===== src/rtl/dmem_loader.sv =====
// Streams len words from an upstream valid/ready source into data memory, holding the processing unit in reset until loaded.
// Optional trailing checksum word is verified when LOADER_CKSUM_EN is defined.
module dmem_loader #(
   parameter int unsigned DATA_W = 32,
   parameter int unsigned ADDR_W = 8
) (
   input  logic              clk,
   input  logic              rst,
   input  logic              start,
   input  logic [ADDR_W:0]   load_len,
   input  logic              in_valid,
   input  logic [DATA_W-1:0] in_data,
   output logic              in_ready,
   output logic              we,
   output logic [ADDR_W-1:0] waddr,
   output logic [DATA_W-1:0] wdata,
   output logic              pu_rst,
   output logic              done,
   output logic              cksum_err
);

`ifdef LOADER_CKSUM_EN
   typedef enum logic [1:0] {IDLE, LOAD, CKSUM, DONE} state_t;
   localparam state_t POST_LOAD = CKSUM;
`else
   typedef enum logic [1:0] {IDLE, LOAD, DONE} state_t;
   localparam state_t POST_LOAD = DONE;
`endif

   localparam logic [ADDR_W:0] MAX_LEN = {1'b1, {ADDR_W{1'b0}}};

   state_t          state, state_nxt;
   logic [ADDR_W:0] len, cnt, len_in;
   logic            go, xfer, last;

   always_comb begin
      len_in = (load_len > MAX_LEN) ? MAX_LEN : load_len;
      go     = start && ((state == IDLE) || (state == DONE));
`ifdef LOADER_CKSUM_EN
      in_ready = (state == LOAD) || (state == CKSUM);
`else
      in_ready = (state == LOAD);
`endif
      xfer = in_valid && in_ready;
      last = (cnt == (len - 1'b1));
      done = (state == DONE);
   end

   always_ff @(posedge clk or posedge rst) begin
      if (rst) state <= IDLE;
      else     state <= state_nxt;
   end

   always_comb begin
      state_nxt = state;
      case (state)
         IDLE, DONE: begin
            // An empty load skips straight past the data phase.
            if (start) state_nxt = (len_in == '0) ? POST_LOAD : LOAD;
         end
         LOAD: begin
            if (xfer && last) state_nxt = POST_LOAD;
         end
`ifdef LOADER_CKSUM_EN
         CKSUM: begin
            if (xfer) state_nxt = DONE;
         end
`endif
         default: state_nxt = IDLE;
      endcase
   end

   always_ff @(posedge clk or posedge rst) begin
      if (rst) begin
         len    <= '0;
         cnt    <= '0;
         we     <= 1'b0;
         waddr  <= '0;
         wdata  <= '0;
         pu_rst <= 1'b1;
      end else begin
         we     <= 1'b0;
         // Released one edge after DONE is reached; a restart from DONE re-asserts it.
         pu_rst <= (state != DONE) || start;
         if (go) begin
            len <= len_in;
            cnt <= '0;
         end else if ((state == LOAD) && xfer) begin
            we    <= 1'b1;
            waddr <= cnt[ADDR_W-1:0];
            wdata <= in_data;
            cnt   <= cnt + 1'b1;
         end
      end
   end

`ifdef LOADER_CKSUM_EN
   logic [DATA_W-1:0] sum;
   logic              err_q;

   always_ff @(posedge clk or posedge rst) begin
      if (rst) begin
         sum   <= '0;
         err_q <= 1'b0;
      end else if (go) begin
         sum   <= '0;
         err_q <= 1'b0;
      end else if ((state == LOAD) && xfer) begin
         sum <= sum + in_data;
      end else if ((state == CKSUM) && xfer) begin
         err_q <= (in_data != sum);
      end
   end

   assign cksum_err = err_q;
`else
   assign cksum_err = 1'b0;
`endif

endmodule


===== config.mk =====
export PLATFORM = sky130hd
export DESIGN_NAME = dmem_loader
export DESIGN_NICKNAME = d
export VERILOG_FILES = /design/src/rtl/dmem_loader.sv
export SDC_FILE = /design/constraint.sdc
export NUM_CORES = 1
export LEC_CHECK = 0
export ABC_CLOCK_PERIOD_IN_PS = 4700
export CORE_MARGIN = 2
export CORE_UTILIZATION = 43
export CTS_BUF_LIST = sky130_fd_sc_hd__clkbuf_8
export DETAILED_ROUTE_END_ITERATION = 12
export PLACE_DENSITY = 0.84
export SLEW_MARGIN = 15
export SYNTH_ARGS = -nofsm -noshare
export SYNTH_HDL_FRONTEND = slang
export SYNTH_SLANG_ARGS = --single-unit
export TNS_END_PERCENT = 5

===== constraint.sdc =====
create_clock -name clk -period 4.7 [get_ports clk]
set_input_delay 0.47 -clock clk [delete_from_list [all_inputs] [get_ports clk]]
set_output_delay 0.47 -clock clk [all_outputs]
set_load 0.005 [all_outputs]

# ---- Word-level counts from Yosys, hierarchy flattened
# Index checks and enable logic that the tools add are counted.
dict set report word_totals {
  regBits 62
  latchBits 0
  ram_bits 0
  rom_bits 0
  input_bits 45
  output_inout_bits 45
  wordCells 38
  mem_count 0
}
dict set report op_classes {
  n_addsub 2
  multipliers 0
  div 0
  n_lt_le_gt_ge 1
  n_eq_ne 6
  shift 0
  muxes 9
  bitwise_logic 1
  n_reduce_logical 12
}
# cell count
set op_table {}
lappend op_table {{$mux 9} 3}
lappend op_table {{$add 9x1->9 const B} 1}
lappend op_table {{$eq 9x9->1} 1}
lappend op_table {{$gt 9x9->1 const B} 1}
lappend op_table {{$logic_not 9->1} 1}
lappend op_table {{$sub 9x1->9 const B} 1}
lappend op_table {{$mux 2} 3}
lappend op_table {{$logic_and 1x1->1} 4}
lappend op_table {{$ne 2x2->1 const B} 2}
lappend op_table {{$pmux 2 s2} 1}
lappend op_table {{$reduce_and 2->1} 2}
lappend op_table {{$eq 2x1->1 const B} 1}
lappend op_table {{$eq 2x2->1 const B} 1}
lappend op_table {{$logic_not 2->1} 1}
lappend op_table {{$logic_or 1x1->1} 2}
lappend op_table {{$mux 1} 2}
lappend op_table {{$ne 2x1->1 const B} 1}
lappend op_table {{$reduce_bool 2->1} 1}
lappend op_table {{$reduce_or 2->1} 1}
lappend op_table {{$not 1->1} 1}

# ---- Longest topological paths before layout
dict set report logic_depth {
  depth_word 6
  mapped_depth 7
  depth_no_buf 7
}

# ---- Worst setup path after synthesis
# Ideal clock, no wire load.
dict set report synth_path {
  path_kind {reg-to-reg}
  from {register len[0]}
  to {register state[0]}
  setup_time_ns 0.126
  t_arrival_ns 1.923
  required_ns 4.574
  slack_ns 2.651
  stages_incl_launch_ff 8
  n_path_buf 0
  period_less_slack_ns 2.049
  cell_sequence {dfrtp_1 inv_1 ha_1 or4b_4 nor4_4 xnor2_1 nand3_2 o32a_1}
}
dict set report synth_via {
  elab_chain_len 5
}
# element line_no
set synth_lines {}
lappend synth_lines {{start, declared} 33} ;# logic [ADDR_W:0] len, cnt, len_in;
lappend synth_lines {{start signal, assigned} 86} ;# len <= len_in;
lappend synth_lines {{$sub 9x1->9} 45} ;# last = (cnt == (len - 1'b1));
lappend synth_lines {{$eq 9x9->1} 45}
lappend synth_lines {{$logic_and 1x1->1} 62} ;# if (xfer && last) state_nxt = POST_LOAD;
lappend synth_lines {{$ne 2x1->1 (no source line)} --}
lappend synth_lines {{$reduce_and 2->1 (no source line)} --}
lappend synth_lines {{end signal, assigned} 51} ;# else state <= state_nxt;
lappend synth_lines {{end, declared} 32} ;# state_t state, state_nxt;
# No other way between the ends.
# A chain may end at the register's enable or synchronous reset.

# ---- Final worst setup path
dict set report layout_path {
  from {register state[0]}
  to {register cnt[6]}
}
dict set report layout_via {
  elab_chain_len 4
  elab_cells_between_ends 9
  cone_classes {2 x eq/ne; 1 x mux; 6 x reduce/logical}
}
# element line_no
set layout_lines {}
lappend layout_lines {{$eq 2x2->1, or another cell as far along} 38} ;# go = start && ((state == IDLE) || (state == DONE));
lappend layout_lines {{$logic_or 1x1->1 / $logic_and 1x1->1 (equally long branches)} {38, 44}}
lappend layout_lines {{$logic_and 1x1->1, on equally long branches} {38, 88}}
lappend layout_lines {{$mux 9 / $reduce_bool 2->1 (equally long branches)} --}
lappend layout_lines {{end signal, assigned} 92} ;# cnt <= cnt + 1'b1;
lappend layout_lines {{end, declared} 33}
# Several ways; a longest one is shown, not always the timed one.

==> flow_summary.toml <==
[outcome]
run_status = "finished, final reports clean"

[clock_tree]
clkTransAtPathRegs_ps = 60
root_buffer = "clkbuf_8"
cts.repair.resized = 0
numCtsBuffers = 9
htreeDepth = 3
clock_latency_ps = 330
cts.repair_timing.setup_buffer_count = 0
clk_path_buf_depth = 2
number_of_buffers_added_to_fix_hold_violations_after_cts = 0
cts.sink_count = 62
clock_tree_from_tritoncts = "done"

[route]
dr.pass1.iters = 4
antenna_violating_nets_post_route = 0
route.detailed.wl_per_inst_um = 13.6
drc_errors = 0
vias_per_cell = 4.95
final_wirelength_um = 6550
dr_total_vias = 2378
number_of_drc_markers_in_iteration_0 = 148

[synth]
netlist_instances = 311
ys_top_cells_by_area = "dfrtp_1 54%, nand2_1 18%, xnor2_1 2.8%"
ys_seq_area_frac = 0.552
synth_top_area_cell = "dfrtp_1"
synth-main-ff-cell = "dfrtp_1"
avg_cell_area_syn_um2 = 9.04
synth_edf_count = 0
synth_async_sr_flop_share = 1.00
synth-seq-cells = 62
netlist_area_mm2 = 0.00281
ys_types = 43
synth.net_count = 358
yosys.area.top_type_share = 0.543
total_of_warnings_raised_by_yosys = 0

[timing]
worst_slew_margin_rel = 0.454
max_freq_ghz = 0.346
timing_worst_slew_pin_value_ps = 816
grt_setup_unrepaired = "no"
fin_skew_ps = 8.45
fin_crit_ps = 2890
number_of_failing_hold_endpoints_at_the_final_stage = 0
report.final.setup_viol = 0
post-route-period-util = 0.614
setup_tns_final_ps = 0
finalMaxSlewViolations = 0

[place]
io_buffer_count = 88
finalWeightedCongestion = 0.775
placed_cell_area_mm2 = 0.00375
dpl.hpwl_um = 4670

[worst_setup_path]
worstRegToRegCells = 7
worst-r2r-setup-slack_ps = 1810
start_to_end_type_of_the_worst_setup_path = "reg2reg"
arrival_ps = 3100
cpLargestDelayFamily = "simple AND/OR/NAND/NOR gates"
critPathBufInv = 1
slowest_delay_ps = 730
regToRegStartpoint = "state[0]"
worst_ep_required_time_ps = 4910
cp-start-kind = "flip-flop"
crit_path_top_delay_cell = "clkinv_2"
reg2reg_to = "cnt[6]"
worst_setup_path_endpoint = "cnt[6]"
worst-path-max-fanout = 45
cp-startpoint = "state[0]"
timing.critical_path.depth = 7
crit_path_cell_trace = "and2b_1, nand2_2, clkinv_2, and3_1, nand4_1, xor2_1, nor2_1"
critical_path.endpoint_type = "flip-flop"

[floorplan]
std_cell_rows = 29
num_io_pins = 90
dieArea_mm2 = 0.00720
fp.coreArea_mm2 = 0.00635
chipHeight_um = 84.9
initial_core_util = 0.443
die_x_um = 84.9

[layout]
fin_nets = 445
num_antenna_cells = 0
num-fill-cells = 508
area_growth_syn_to_layout_pct = 39.0
postLayoutCellArea_mm2 = 0.00391
final_layout_size_suffix_gt1_frac = 0.0645

[global_route]
grt_first_pass_wirelength_um = 10800
globalRoute.totalOverflow = 0
global_router_s_overall_resource_usage = 0.189
initial_antenna_violation_count = 0
first_global_vias = 2390
largest_net_degree_at_the_start_of_global_routing = 46

[power_and_ir_drop]
irDropWorstVdd_mv = 0.272
cellPowerDensity_mw_per_mm2 = 508
power.leakage_nw = 1.84

[worst_hold_path]
hp-class = "in2async"

[flow_run]
drv_cap = 0
[metrics by stage]
stage	hold WS [ps]	util	std cells	total power, mW	setup WS, ps
final	456	0.615	480	1.99	1810
after global routing	493	0.615	480	2.11	1570
after CTS	460	0.615	480	1.99	1800
after detailed placement	462	0.590	464	1.60	1530
after global placement	459	0.590	464	1.58	1590
after floorplan	465	-	311	1.24	2650
[flip-flops by register name, summed over array words and instances, names as in the netlist]
signal	cells
wdata	32
state	2
len	9
we	1
cnt	9
pu_rst	1
waddr	8
[final cells by class]
type	count	area, um^2	share of cell area
sequential	62	1550	0.397
multi-input combinational	228	1170	0.300
timing repair buffer	90	896	0.229
clock buffer	10	138	0.0352
tap	77	96.3	0.0247
inverter	7	27.5	0.00704
clock inverter	6	23.8	0.00608
[metal layers]
metal  vias to the layer above  global-route usage  wire [um]
met1                      1146               0.247       2890
met3                         7              0.0574        287
met4                         0              0.0563         49
li1                       1165                   -          -
met2                        60               0.308       3330
met5                         -                   0          0
[worst min-delay path by stage]
stage / slack [ps] / from / to
after floorplan: 470 / len[8] / len[8]
after global placement: 460 / wdata[27] / wdata[27]
after global routing: 490 / rst / wdata[28]
after detailed placement: 460 / waddr[1] / waddr[1]
after CTS: 460 / rst / wdata[26]
final: 460 / rst / state[0]
[Yosys cell counts (3+ instances only)]
cell type  instances
a21oi_1            5
clkbuf_1          12
dfrtp_1           61
inv_1              6
nand2_1          138
nand2b_1           4
nand3b_1           9
nand4_1            4
nor2_1            12
nor4_1             3
o21ai_1            6
xnor2_1            9
xor2_1             8
[cell usage in the layout (no fill, tap or decap), drive strengths merged, types with 3 or more instances in the layout]
master / n
nand2: 139
clkdlybuf4s50: 88
dfrtp: 61
nor2: 12
inv: 11
clkbuf: 10
xnor2: 10
nand3b: 9
xor2: 8
o21ai: 7
a21oi: 5
nand4: 5
nor4: 5
nand2b: 4
or3: 3
[logic make-up after synthesis]
logic type	Yosys count	share of synthesized area
compound gates	20	0.0450
xor+xnor	18	0.0587
fa+ha+maj	2	0.00890
buf+inv	21	0.0303
flops	62	0.552
mux	1	0.00356
other cells	1	0.00133
simple gates	186	0.300
[worst reg2reg max path, delay by kind of cell, from the launching register on]
kind | cells | cell delay [ps]
AND/OR/NAND/NOR | 5 | 1450
buffers and inverters | 1 | 740
flip-flops | 1 | 420
XOR/XNOR | 1 | 160
[where the power goes]
group          internal [mW]  leakage (nW)  switching, mW
sequential             0.687         0.780          0.154
combinational          0.411         0.962          0.350
clock                  0.195         0.102          0.189
total                   1.29          1.84          0.693
Power figures use the tool's default switching activity.
